### src/rtl/aes_out_serializer_if.sv
// Handshake bundle between a ciphertext producer, the byte serializer and the downstream byte sink.
// The master modport is the producer/sink side; the slave modport is the serializer.
interface aes_out_serializer_if;
  logic        load;
  logic [31:0] in0;
  logic [31:0] in1;
  logic [31:0] in2;
  logic [31:0] in3;
  logic [7:0]  byte_out;
  logic        byte_valid;
  logic        byte_ready;
  logic        busy;
  logic        done;
  logic        overflow;

  modport master (
    output load, in0, in1, in2, in3, byte_ready,
    input  byte_out, byte_valid, busy, done, overflow
  );

  modport slave (
    input  load, in0, in1, in2, in3, byte_ready,
    output byte_out, byte_valid, busy, done, overflow
  );
endinterface

### src/rtl/aes_out_serializer.sv
// Serializes a 128-bit ciphertext block into 16 bytes over a valid/ready handshake.
// Define AES_SER_LSB_FIRST_EN to send in3[7:0] first instead of in0[31:24].
module aes_out_serializer (
  input  logic                 clk,
  input  logic                 rst,
  aes_out_serializer_if.slave  io_bus
);

  typedef enum logic {
    ST_IDLE,
    ST_SEND
  } state_t;

  state_t       r_state;
  state_t       w_stateNext;
  logic [3:0]   r_index;
  logic [3:0]   w_indexNext;
  logic [127:0] r_hold;
  logic [127:0] w_holdNext;
  logic         r_done;
  logic         w_doneNext;
  logic         r_overflow;
  logic         w_overflowNext;

  logic [127:0] w_block;
  logic         w_accept;
  logic         w_last;
  logic [7:0]   w_byteSel;

  assign w_block  = {io_bus.in0, io_bus.in1, io_bus.in2, io_bus.in3};
  assign w_accept = (r_state == ST_SEND) && io_bus.byte_ready;
  assign w_last   = w_accept && (r_index == 4'd15);

`ifdef AES_SER_LSB_FIRST_EN
  assign w_byteSel = r_hold[{r_index, 3'b000} +: 8];
`else
  assign w_byteSel = r_hold[{4'd15 - r_index, 3'b000} +: 8];
`endif

  always_ff @(posedge clk) begin
    if (rst) begin
      r_state    <= ST_IDLE;
      r_index    <= 4'd0;
      r_hold     <= 128'd0;
      r_done     <= 1'b0;
      r_overflow <= 1'b0;
    end else begin
      r_state    <= w_stateNext;
      r_index    <= w_indexNext;
      r_hold     <= w_holdNext;
      r_done     <= w_doneNext;
      r_overflow <= w_overflowNext;
    end
  end

  // A load coinciding with the final accepted byte refills the block without a bubble.
  always_comb begin
    w_stateNext    = r_state;
    w_indexNext    = r_index;
    w_holdNext     = r_hold;
    w_doneNext     = w_last;
    w_overflowNext = 1'b0;
    case (r_state)
      ST_IDLE: begin
        if (io_bus.load) begin
          w_holdNext  = w_block;
          w_indexNext = 4'd0;
          w_stateNext = ST_SEND;
        end
      end
      ST_SEND: begin
        if (io_bus.load && !w_last) begin
          w_overflowNext = 1'b1;
        end
        if (w_last) begin
          w_indexNext = 4'd0;
          if (io_bus.load) begin
            w_holdNext = w_block;
          end else begin
            w_stateNext = ST_IDLE;
          end
        end else if (w_accept) begin
          w_indexNext = r_index + 4'd1;
        end
      end
      default: begin
        w_stateNext = ST_IDLE;
      end
    endcase
  end

  assign io_bus.byte_valid = (r_state == ST_SEND);
  assign io_bus.busy       = (r_state == ST_SEND);
  assign io_bus.byte_out   = (r_state == ST_SEND) ? w_byteSel : 8'h00;
  assign io_bus.done       = r_done;
  assign io_bus.overflow   = r_overflow;

endmodule

### src/flat_wrapper.sv
// flat-port wrapper written by rule: the top's interface ports become plain ports
module aes_out_serializer_flat 
  (clk, rst, io_bus_load, io_bus_in0, io_bus_in1, io_bus_in2, io_bus_in3, io_bus_byte_ready, io_bus_byte_out, io_bus_byte_valid, io_bus_busy, io_bus_done, io_bus_overflow);
  aes_out_serializer_if io_bus_i ();
  input  logic clk;
  input  logic rst;
  input wire logic [$bits(io_bus_i.load)-1:0] io_bus_load;
  input wire logic [$bits(io_bus_i.in0)-1:0] io_bus_in0;
  input wire logic [$bits(io_bus_i.in1)-1:0] io_bus_in1;
  input wire logic [$bits(io_bus_i.in2)-1:0] io_bus_in2;
  input wire logic [$bits(io_bus_i.in3)-1:0] io_bus_in3;
  input wire logic [$bits(io_bus_i.byte_ready)-1:0] io_bus_byte_ready;
  output wire logic [$bits(io_bus_i.byte_out)-1:0] io_bus_byte_out;
  output wire logic [$bits(io_bus_i.byte_valid)-1:0] io_bus_byte_valid;
  output wire logic [$bits(io_bus_i.busy)-1:0] io_bus_busy;
  output wire logic [$bits(io_bus_i.done)-1:0] io_bus_done;
  output wire logic [$bits(io_bus_i.overflow)-1:0] io_bus_overflow;
  assign io_bus_i.load = io_bus_load;
  assign io_bus_i.in0 = io_bus_in0;
  assign io_bus_i.in1 = io_bus_in1;
  assign io_bus_i.in2 = io_bus_in2;
  assign io_bus_i.in3 = io_bus_in3;
  assign io_bus_i.byte_ready = io_bus_byte_ready;
  assign io_bus_byte_out = io_bus_i.byte_out;
  assign io_bus_byte_valid = io_bus_i.byte_valid;
  assign io_bus_busy = io_bus_i.busy;
  assign io_bus_done = io_bus_i.done;
  assign io_bus_overflow = io_bus_i.overflow;
  aes_out_serializer u_core (.clk(clk), .rst(rst), .io_bus(io_bus_i));
endmodule
### config.mk
export PLATFORM = sky130hd
export DESIGN_NAME = aes_out_serializer_flat
export DESIGN_NICKNAME = d
export VERILOG_FILES = /design/src/rtl/aes_out_serializer_if.sv /design/src/rtl/aes_out_serializer.sv /design/src/flat_wrapper.sv
export SDC_FILE = /design/constraint.sdc
export NUM_CORES = 1
export LEC_CHECK = 0
export ABC_AREA = 0
export BUFFER_PORTS_ARGS = -buffer_cell sky130_fd_sc_hd__clkbuf_2
export CAP_MARGIN = 20
export CORE_MARGIN = 4
export CORE_UTILIZATION = 55
export DETAILED_ROUTE_END_ITERATION = 10
export PLACE_DENSITY = 0.82
export SYNTH_ARGS = -nofsm -noshare
export SYNTH_HDL_FRONTEND = slang
export SYNTH_SLANG_ARGS = --single-unit
### constraint.sdc
create_clock -name clk -period 5.5 [get_ports clk]
set_input_delay 1.65 -clock clk [delete_from_list [all_inputs] [get_ports clk]]
set_output_delay 1.65 -clock clk [all_outputs]
set_load 0.01 [all_outputs]
# Word level (Yosys, flattened, before mapping)
# Index checks and enable logic that the tools add are counted.
[totals]
register_bits = 135
latch_bits = 0
ramBits = 0
romBits = 0
wordCells = 31
memories = 0
[classes]
n_addsub = 2
n_mul = 0
div = 0
n_lt_le_gt_ge = 0
eq_ne = 4
n_shift = 1
mux = 12
n_bitwise = 1
n_reduce_logical = 6
[op_table]
columns = ["operator", "n"]
rows = [
  ["2-to-1 mux 128 bit", 2],
  ["case mux 128 bit (2 select lines)", 1],
  ["indexed part select 128 x 8 -> 8 bit", 1],
  ["2-to-1 mux 4 bit", 3],
  ["2-to-1 mux 8 bit", 1],
  ["case mux 4 bit (2 select lines)", 1],
  ["adder 4 x 1 -> 4 bit, second input constant", 1],
  ["equality test 4 bit, second input constant", 1],
  ["inequality test 2 bit, second input constant", 2],
  ["subtractor 4 bit, first input constant", 1],
  ["logical AND 1 bit", 3],
  ["2-to-1 mux 1 bit", 3],
  ["inequality test 3 bit, second input constant", 1],
  ["case mux 1 bit (2 select lines)", 1],
  ["AND reduction 2 bit", 1],
  ["OR reduction 2 bit", 1],
  ["zero test 1 bit", 1],
  ["inverter 1 bit", 1],
]

# Longest topological paths before layout
# Gate-level depths: netlist (run 1).
[depth]
ltp_word = 5
depth_mapped = 7
mapped_depth_nobuf = 5

# Worst setup path before layout (run 1)
# Ideal clock, no wire load.
[synth_timing]
kind = "flip-flop to output port"
from = "register u_core.r_index[2]"
to = "output port io_bus_byte_out[3]"
arrival_time_ns = 1.372
setup_slack_ns = 2.478
path_stages_with_launch = 5
cell_sequence = "dfxtp_1 buf_2 mux4_2 o21ai_0 nand2_1"
[synth_via]
elab_chain_len = 3
[synth_lines]
columns = ["element", "line_no", "source"]
rows = [
  ["start: declaration", "aes_out_serializer.sv:16", "logic [3:0] r_index;"],
  ["start signal: assignment", "aes_out_serializer.sv:49", "r_index <= w_indexNext;"],
  ["subtractor 4 bit", "aes_out_serializer.sv:37", "assign w_byteSel = r_hold[{4'd15 - r_index, 3'b000} +: 8];"],
  ["indexed part select 128 x 8 -> 8 bit", "aes_out_serializer.sv:37", ""],
  ["2-to-1 mux 8 bit", "aes_out_serializer.sv:94", "assign io_bus.byte_out = (r_state == ST_SEND) ? w_byteSel : 8'h00;"],
  ["end: declaration", "flat_wrapper.sv:13", "output wire logic [$bits(io_bus_i.byte_out)-1:0] io_bus_byte_out;"],
]
# No other way between the ends.

# Final worst setup path (run 1)
[layout_timing]
from = "register u_core.r_index[0]"
to = "output port io_bus_byte_out[5]"
# The elaborated chain is that of the path after synthesis.

==> results by group, run 1 <==
Timing
  – Smallest hold slack: 0.454 ns
  – Max frequency: 218 MHz
  – Final count of hold timing violations: 0
  – Relative max-transition margin: around 39%
  – Pins over their slew limit: 0
  – Transition time at the pin with the least slew margin: 0.911 ns
  – Fraction of the cycle the final worst path needs: a little over four fifths
  – Final-report setup violation count: 0
  – Clock period minus final worst setup slack: 4.58 ns
  – Unrepaired setup endpoints after global routing: false
  – TNS Setup: 0 ns
  – Worst clock skew: 0.00602 ns

Place
  – Placed Cells: a little over 900
  – Buffers on Ports: 143
  – RePlAce Congestion: 0.861
  – Total half-perimeter wirelength after legalization and detailed placement: between 10 and 15 mm
  – Placed inst area: 6430 µm²

Critical path
  – Sort of element at the start of the critical path: register
  – Critical path capture point type: output port
  – Data required time at the worst endpoint: around 3.9 ns
  – Category of the most critical setup path: register to output port
  – Arrival time at the worst endpoint: 2.93 ns
  – Critical path peak fanout: 30

Route
  – Per-cell via count in the routed design: between 5 and 6
  – Routed wire length: 15.6 mm
  – Length of the first detailed-routing pass in iterations: 5
  – Routed wire per std cell: 16.3 µm
  – Via count: approximately 5,200
  – Remaining DRCs: 0
  – Iteration-0 DRC Markers: around 470
  – Detail Route Antenna Nets: 0

Yosys
  – Net Count, Synth: 832
  – Mapped Avg Cell Area: roughly 8.4 µm²
  – Post-synth top area share: between 40 and 50%
  – Most frequent cell after synthesis: nand2_1
  – Yosys cell types: 34
  – Top cells by count, synth: nand2_1, dfxtp_1, a21oi_1
  – Number of storage elements in the synthesis netlist: about 140
  – Cells after synthesis: 699
  – Synth Flop Type: dfxtp_1
  – Share of synthesized flip-flops with an asynchronous set or reset: 0%
  – Cell area after synthesis: 5860 µm²
  – Cell taking the most area after synthesis: dfxtp_1
  – YS warnings: 0
  – Share of the yosys chip area belonging to registers: 46.1%
  – Top cells by area, synth: dfxtp_1, nand2_1, a21oi_1
  – Number of enable flip-flop cells after synthesis: 0

Layout
  – Reg area: 2700 µm²
  – Fill cell total of the finished layout: 829
  – Diode count: 0
  – Final non-filler cell total: 959
  – Share of layout cells above drive strength 1: 24.8%
  – Number of nets in the layout: 943
  – Area of combinational cells with multiple inputs: 2770 µm²
  – Area Growth Syn to Fin: 19.7%
  – Cell area after layout: 7020 µm²

Status
  – Result of the run: completed

Clock network
  – TritonCTS clock tree: done
  – Number of sinks handled by clock tree synthesis: 135
  – # resized after CTS: 0
  – Number of levels in the clock H-tree: 4
  – Clock latency reported for the late side of the worst-skew pair: 0.53 ns
  – Maximum buffer depth of the clock tree: 2
  – Total clock buffers created by CTS: 17
  – CTS root buf: clkbuf_8
  – Hold-fix buffers at CTS: 0
  – Setup bufs post-CTS: 0
  – Clock slew seen by the registers of the worst setup and hold paths: 0.06 ns

Power and ir drop
  – Power per cell area: roughly 340 nW/µm²
  – Leakage power of the design: 2.82 nW
  – Worst IR Drop VDD: around 0.22 mV
  – Total Power Consumption: approximately 2.4 mW

Die
  – Chip Width: approximately 110 µm
  – Standard-cell rows: 37
  – Area of the placeable core: 10,400 µm²
  – Height of the die: 111 µm
  – Total die area: 12,400 µm²
  – Number of top-level pins: 144
  – Initial core utilization: 56.5%

Flow run
  – Max capacitance violation total: 0

Global route
  – Initial antenna violation count: 0
  – Maximum number of pins on one net before global-route repair: between 90 and 100
  – First-pass GRT wire length: 25.6 mm
  – Global-route usage over all layers: 25.5%
  – Via count of the first global-routing pass: between 5,000 and 6,000
  – Total grt overflow: 0

Hold path
  – Type of the tightest min-delay check: register to register
-- power breakdown --
part	total, mW	internal (mW)	leakage [nW]	switching, mW
Combinational	0.228	0.102	1.44	0.127
Clock	1.10	0.678	0.275	0.426
Sequential	1.07	1.03	1.11	0.0401
-- critical path, stage by stage (launching register included) --
cell and delay [ns]:
dfxtp_2 0.92, buf_4 0.51, mux4_2 0.57, o211ai_1 0.17
nand2_1 0.09, clkbuf_2 0.15
-- through the flow --
step | setup WS (ns) | util [%]
after detailed placement | 1.48 | 62.0
after floorplan | 2.48 | -
after CTS | 0.901 | 67.6
final | 0.917 | 67.7
after global placement | 1.51 | 61.8
after global routing | 0.774 | 67.7
-- logic make-up after synthesis --
family | after synthesis | share of synthesized area, %
flip-flops | 135 | 46.1
buffers and inverters | 61 | 6.98
XOR/XNOR | 1 | 0.149
multiplexers | 49 | 11.8
AO/OA/AOI/OAI | 169 | 16.0
AND/OR/NAND/NOR | 283 | 18.7
adder cells (fa/ha/maj) | 1 | 0.213
-- metal layers --
layer	GRT usage (%)	share of wire, %
met1	32.4	44
met2	41.9	48
met3	5.40	5.6
met4	11.5	3.3
met5	0	0
-- registers in the layout (all words and copies together), names as in the netlist --
name / flops
u_core.io_bus.busy: 1
u_core.r_index: 4
u_core.r_hold: 128
u_core.io_bus.overflow: 1
u_core.io_bus.done: 1
-- path summary, 6_finish.rpt --
path,startpoint,end,slack (ns),cells past startpoint
setup / recovery,u_core.r_index[0],io_bus_byte_out[5],0.92,5
hold / removal,u_core.r_hold[66],u_core.r_hold[66],0.45,2
setup reg to reg,u_core.r_index[0],u_core.r_hold[43],2.65,7
hold reg to reg,u_core.r_hold[66],u_core.r_hold[66],0.45,2
-- layout make-up --
cell class                 count  share of cell area [%]
tap                          136                    2.42
sequential                   135                    38.5
clock inverter                12                    1.80
timing repair buffer         151                    11.3
multi-input combinational    503                    39.4
inverter                       2                   0.107
clock buffer                  20                    6.49
-- cells in the final DEF (no fill, tap or decap), drive strengths merged, types with 2 or more instances in the layout --
master / count
nor2: 5
nand2: 267
mux2i: 33
buf: 9
a21oi: 132
and2: 2
o211ai: 8
clkbuf: 162
mux4: 16
clkinv: 5
bufinv: 2
dfxtp: 135
a221oi: 8
inv: 2
clkinvlp: 5
a22oi: 8
o21ai: 9
Power figures use the tool's default switching activity.
==> inputs of run 2 (changes only) <==
CORE_UTILIZATION = 48   (was 55)
PLACE_DENSITY = 0.76   (was 0.82)
clock period = 3.8 ns   (was 5.5 ns; I/O delays follow)
==> results by group, run 2 (synthesized netlist as in run 1, its figures left out) <==
Critical path
  – Sort of element at the start of the critical path: register
  – Critical path capture point type: output port
  – End point of the critical path: io_bus_byte_out[0]
  – End of the worst register-to-register path: u_core.r_hold[75]
  – Arrival time at the worst endpoint: roughly 2.4 ns
  – Source of the critical timing path: u_core.r_index[2]
  – RR Startpoint: u_core.r_index[0]
  – Data required time at the worst endpoint: 2.66 ns
  – Critical path peak fanout: 13
  – Category of the most critical setup path: register to output port
  – Number of cells on the worst reg-to-reg path: 7
  – Flop2flop setup slack: ~1.4 ns

Timing
  – Final count of hold timing violations: 0
  – Pins over their slew limit: 0
  – Unrepaired setup endpoints after global routing: false
  – Final-report setup violation count: 0
  – Relative max-transition margin: 56.4%
  – Clock period minus final worst setup slack: around 3.5 ns
  – Fraction of the cycle the final worst path needs: 92.1%
  – Worst clock skew: 0.00884 ns
  – TNS Setup: 0 ns
  – Transition time at the pin with the least slew margin: 0.654 ns
  – Max frequency: between 200 and 300 MHz

Layout
  – Diode count: 0
  – Number of nets in the layout: 948
  – Share of layout cells above drive strength 1: 25.1%
  – Post-layout utilization of the core: 59.7%
  – Regs by FF count: u_core.r_hold: 128 flops, u_core.r_index: 4 flops
  – Cell area after layout: 7140 µm²
  – Register name with the most flops: u_core.r_hold
  – Commonest non-fill, non-tap cell in the layout: nand2_1
  – Area Growth Syn to Fin: 21.8%
  – Max FFs per register: 128
  – Most used cells in the layout excluding fill and tap cells: nand2_1, clkbuf_2, dfxtp_1

Power and ir drop
  – Leakage power of the design: 2.88 nW
  – Worst IR Drop VDD: around 0.26 mV
  – Power per cell area: 508 nW/µm²

Global route
  – Most Used Layer, Global Route: met2
  – Total grt overflow: 0
  – GRT met2 Usage: 35.9%
  – Met3 layer usage reported by global route: 5.69%
  – Initial antenna violation count: 0
  – Via count of the first global-routing pass: 5,059
  – Global-route usage over all layers: about 22%
  – Fraction of met1 tracks used by global routing: about 29%
  – First-pass GRT wire length: 25.0 mm
  – Maximum number of pins on one net before global-route repair: 74

Route
  – Via count: between 5,000 and 6,000
  – Routed wire per std cell: ~16 µm
  – Remaining DRCs: 0
  – Length of the first detailed-routing pass in iterations: 5
  – Routed wire length: 15.4 mm
  – Per-cell via count in the routed design: 5.29
  – Iteration-0 DRC Markers: 350
  – Detail Route Antenna Nets: 0

Clock network
  – Hold-fix buffers at CTS: 0
  – Total clock buffers created by CTS: 17
  – Maximum buffer depth of the clock tree: 2
  – Number of sinks handled by clock tree synthesis: 135
  – Number of levels in the clock H-tree: 4
  – CTS root buf: clkbuf_16
  – Setup bufs post-CTS: 0
  – Clock latency reported for the late side of the worst-skew pair: between 0.4 and 0.5 ns
  – # resized after CTS: 0
  – TritonCTS clock tree: done
  – Clock slew seen by the registers of the worst setup and hold paths: 0.06 ns

Hold path
  – Type of the tightest min-delay check: register to register

Place
  – Total half-perimeter wirelength after legalization and detailed placement: 11.1 mm
  – RePlAce Congestion: a little over 0.9
  – Placed inst area: 6510 µm²
  – Buffers on Ports: around 140

Die
  – Chip Width: 119 µm
  – Area of the placeable core: 12,000 µm²
  – Initial core utilization: 49.0%
  – Standard-cell rows: 40
  – Number of top-level pins: between 100 and 150
  – Height of the die: between 100 and 150 µm
  – Total die area: 14,000 µm²

Status
  – Result of the run: completed

Flow run
  – Max capacitance violation total: 0
## run 2: critical path, cell delays in order, from the launching register on
cell      delay [ns]
dfxtp_1         0.70
nor2b_1         0.54
buf_4           0.26
a22oi_1         0.09
o211ai_1        0.11
nand2_1         0.09
clkbuf_2        0.15
## run 2: cell type report
type,instances,area (µm²)
Fill cell,1109,4820
Clock inverter,14,200
Timing Repair Buffer,156,853
Clock buffer,18,429
Sequential cell,135,2700
Inverter,2,7.51
Multi-Input combinational cell,503,2770
Tap cell,147,184
## run 2: routing by layer
layer	vias to the layer above	part of all wire [%]
met1	2380	44
met3	26	5.7
met2	158	49
met5	-	0
li1	2591	-
met4	0	2.2
## run 2: where the power goes
group,switching [mW],internal (mW)
sequential,0.0502,1.50
combinational,0.193,0.152
clock,0.638,1.10
## run 2: how the worst min path moves through the flow
stage	cells past startpoint	endpoint	slack, ns	startpoint
after floorplan	2	u_core.r_hold[100]	0.43	u_core.r_hold[100]
after global placement	2	u_core.r_hold[25]	0.44	u_core.r_hold[25]
after detailed placement	2	u_core.r_hold[108]	0.45	u_core.r_hold[108]
after CTS	2	u_core.r_hold[122]	0.45	u_core.r_hold[122]
after global routing	2	u_core.r_hold[127]	0.48	u_core.r_hold[127]
final	2	u_core.r_hold[122]	0.45	u_core.r_hold[122]
## run 2: through the flow
stage	std cells	setup slack (ns)	hold slack [ns]	total power, mW
6_report	975	0.301	0.453	3.63
5_1_grt	975	0.00541	0.478	3.77
4_1_cts	975	0.276	0.454	3.65
3_5_place_dp	943	0.799	0.446	1.92
3_3_place_gp	943	0.820	0.442	1.91
2_1_floorplan	699	1.29	0.433	1.80
==> inputs of run 3 (changes only) <==
CELL_PAD_IN_SITES_DETAIL_PLACEMENT = 1   (was default)
CELL_PAD_IN_SITES_GLOBAL_PLACEMENT = 1   (was default)
CORE_UTILIZATION = 35   (was 48)
PLACE_DENSITY = default   (was 0.76)
PLACE_DENSITY_LB_ADDON = 0.1   (was default)
==> results by group, run 3 (synthesized netlist as in run 1, its figures left out) <==
Critical path
  – Buffering stage count on the worst path with inverters included: 2
  – Data required time at the worst endpoint: about 2.7 ns
  – Sort of element at the start of the critical path: register
  – Critical path capture point type: output port
  – Critical-path cell list: buf_4, mux2i_1, a22oi_1, o211ai_1, nand2_1, clkbuf_2
  – Family with the most delay on the worst path: flip-flops
  – Arrival time at the worst endpoint: around 2.4 ns
  – Category of the most critical setup path: register to output port
  – Crit path largest cell delay: between 0.7 and 0.8 ns
  – Worst-path cell with the longest stage delay: dfxtp_4
  – Critical path peak fanout: 36

Global route
  – First-pass GRT wire length: 27.9 mm
  – Initial antenna violation count: 0
  – Maximum number of pins on one net before global-route repair: 67
  – Global-route usage over all layers: between 10% and 20%
  – Total grt overflow: 0
  – Via count of the first global-routing pass: roughly 5,400

Route
  – Detail Route Antenna Nets: 0
  – Per-cell via count in the routed design: 4.98
  – Routed wire per std cell: 16.9 µm
  – Remaining DRCs: 0
  – Via count: between 5,000 and 6,000
  – Iteration-0 DRC Markers: 191
  – Length of the first detailed-routing pass in iterations: 4
  – Routed wire length: roughly 18 mm

Layout
  – Max FFs per register: 128
  – Most used cells in the layout excluding fill and tap cells: nand2_1, clkbuf_2, dfxtp_1
  – Regs by FF count: u_core.r_hold: 128 flops, u_core.r_index: 4 flops
  – Area Growth Syn to Fin: 22.3%
  – Diode count: 0
  – Register name with the most flops: u_core.r_hold
  – Number of nets in the layout: 946
  – Commonest non-fill, non-tap cell in the layout: nand2_1
  – Share of layout cells above drive strength 1: 24.6%

Timing
  – Worst clock skew: around 0.013 ns
  – Clock period minus final worst setup slack: 3.50 ns
  – Transition time at the pin with the least slew margin: about 0.7 ns
  – Fraction of the cycle the final worst path needs: 92.2%
  – Pins over their slew limit: 0
  – Max frequency: 285 MHz
  – Unrepaired setup endpoints after global routing: false
  – Final count of hold timing violations: 0
  – TNS Setup: 0 ns
  – Smallest hold slack: 0.451 ns
  – Final-report setup violation count: 0
  – Worst Slack Setup Final: 0.297 ns
  – Relative max-transition margin: 53.4%

Power and ir drop
  – Logic gate share of total power: 9.7%
  – Reg power frac: 44.2%
  – Internal power contribution: approximately 2.7 mW
  – NetSw: 844 µW
  – Share of total power in the clock network: 46.1%
  – Worst IR Drop VDD: 0.302 mV
  – Leakage power of the design: around 2.9 nW
  – Switching fraction of total power: 23.9%
  – Power per cell area: between 400 and 500 nW/µm²

Clock network
  – TritonCTS clock tree: done
  – Setup bufs post-CTS: 0
  – Number of sinks handled by clock tree synthesis: 135
  – Total clock buffers created by CTS: 17
  – Number of levels in the clock H-tree: 4
  – # resized after CTS: 0
  – Hold-fix buffers at CTS: 0
  – Clock slew seen by the registers of the worst setup and hold paths: 0.06 ns
  – CTS root buf: clkbuf_16
  – Clock latency reported for the late side of the worst-skew pair: 0.42 ns
  – Maximum buffer depth of the clock tree: 2

Place
  – RePlAce Congestion: between 0.7 and 0.8
  – Buffers on Ports: approximately 140
  – Setup slack at placement: slightly above 0.7 ns
  – Total half-perimeter wirelength after legalization and detailed placement: 13.2 mm

Die
  – Area of the placeable core: 16,500 µm²
  – Height of the die: 137 µm
  – Initial core utilization: a little over a third
  – Chip Width: 137 µm
  – Number of top-level pins: 144
  – Total die area: 18,900 µm²
  – Standard-cell rows: 47

Status
  – Result of the run: completed

Flow run
  – Max capacitance violation total: 0

Hold path
  – Type of the tightest min-delay check: register to register
[run 3: metrics by stage]
step	cell area, µm²	utilization, %	total power [mW]	instances
2_1_floorplan	5860	-	1.80	699
3_3_place_gp	6580	39.8	1.92	1014
3_5_place_dp	6580	39.8	1.93	1014
4_1_cts	7170	43.4	3.56	1046
5_1_grt	7170	43.4	3.68	1046
6_report	7170	43.4	3.52	1046
[run 3: power by group through the flow]
stage | Combinational (mW) | Clock, mW | Sequential (mW)
5_1_grt | 0.386 | 1.73 | 1.57
6_report | 0.342 | 1.62 | 1.56
3_3_place_gp | 0.332 | 0 | 1.59
4_1_cts | 0.349 | 1.66 | 1.56
2_1_floorplan | 0.245 | 0 | 1.55
3_5_place_dp | 0.346 | 0 | 1.59
[run 3: area by class of cell]
type | count | area, µm²
inverter | 2 | 7.51
tap | 220 | 275
timing repair buffer | 154 | 826
sequential | 135 | 2710
multi-input combinational | 503 | 2770
clock inverter | 7 | 92.6
fill | 2002 | 9360
clock buffer | 25 | 495
[run 3: layer usage]
metal  global-route usage (%)  wire length, µm
met1                     24.8             8040
met2                     31.4             8530
met3                     4.78              815
met4                     6.32              317
met5                        0                0
[run 3: final timing paths]
check / endpoint / cells after the start / slack [ns] / startpoint
hold / removal: u_core.r_hold[63] / 2 / 0.45 / u_core.r_hold[63]
setup / recovery: io_bus_byte_out[6] / 6 / 0.30 / u_core.r_index[0]
hold reg to reg: u_core.r_hold[63] / 2 / 0.45 / u_core.r_hold[63]
setup reg to reg: u_core.r_hold[10] / 6 / 1.22 / u_core.r_index[0]
[run 3: worst reg2reg max path, cell delays in order (launching register included)]
cell      delay [ns]
dfxtp_4         0.74
ha_1            0.38
nand4_2         0.21
a21boi_4        0.26
buf_4           0.53
nand2_1         0.24
a21oi_1         0.15
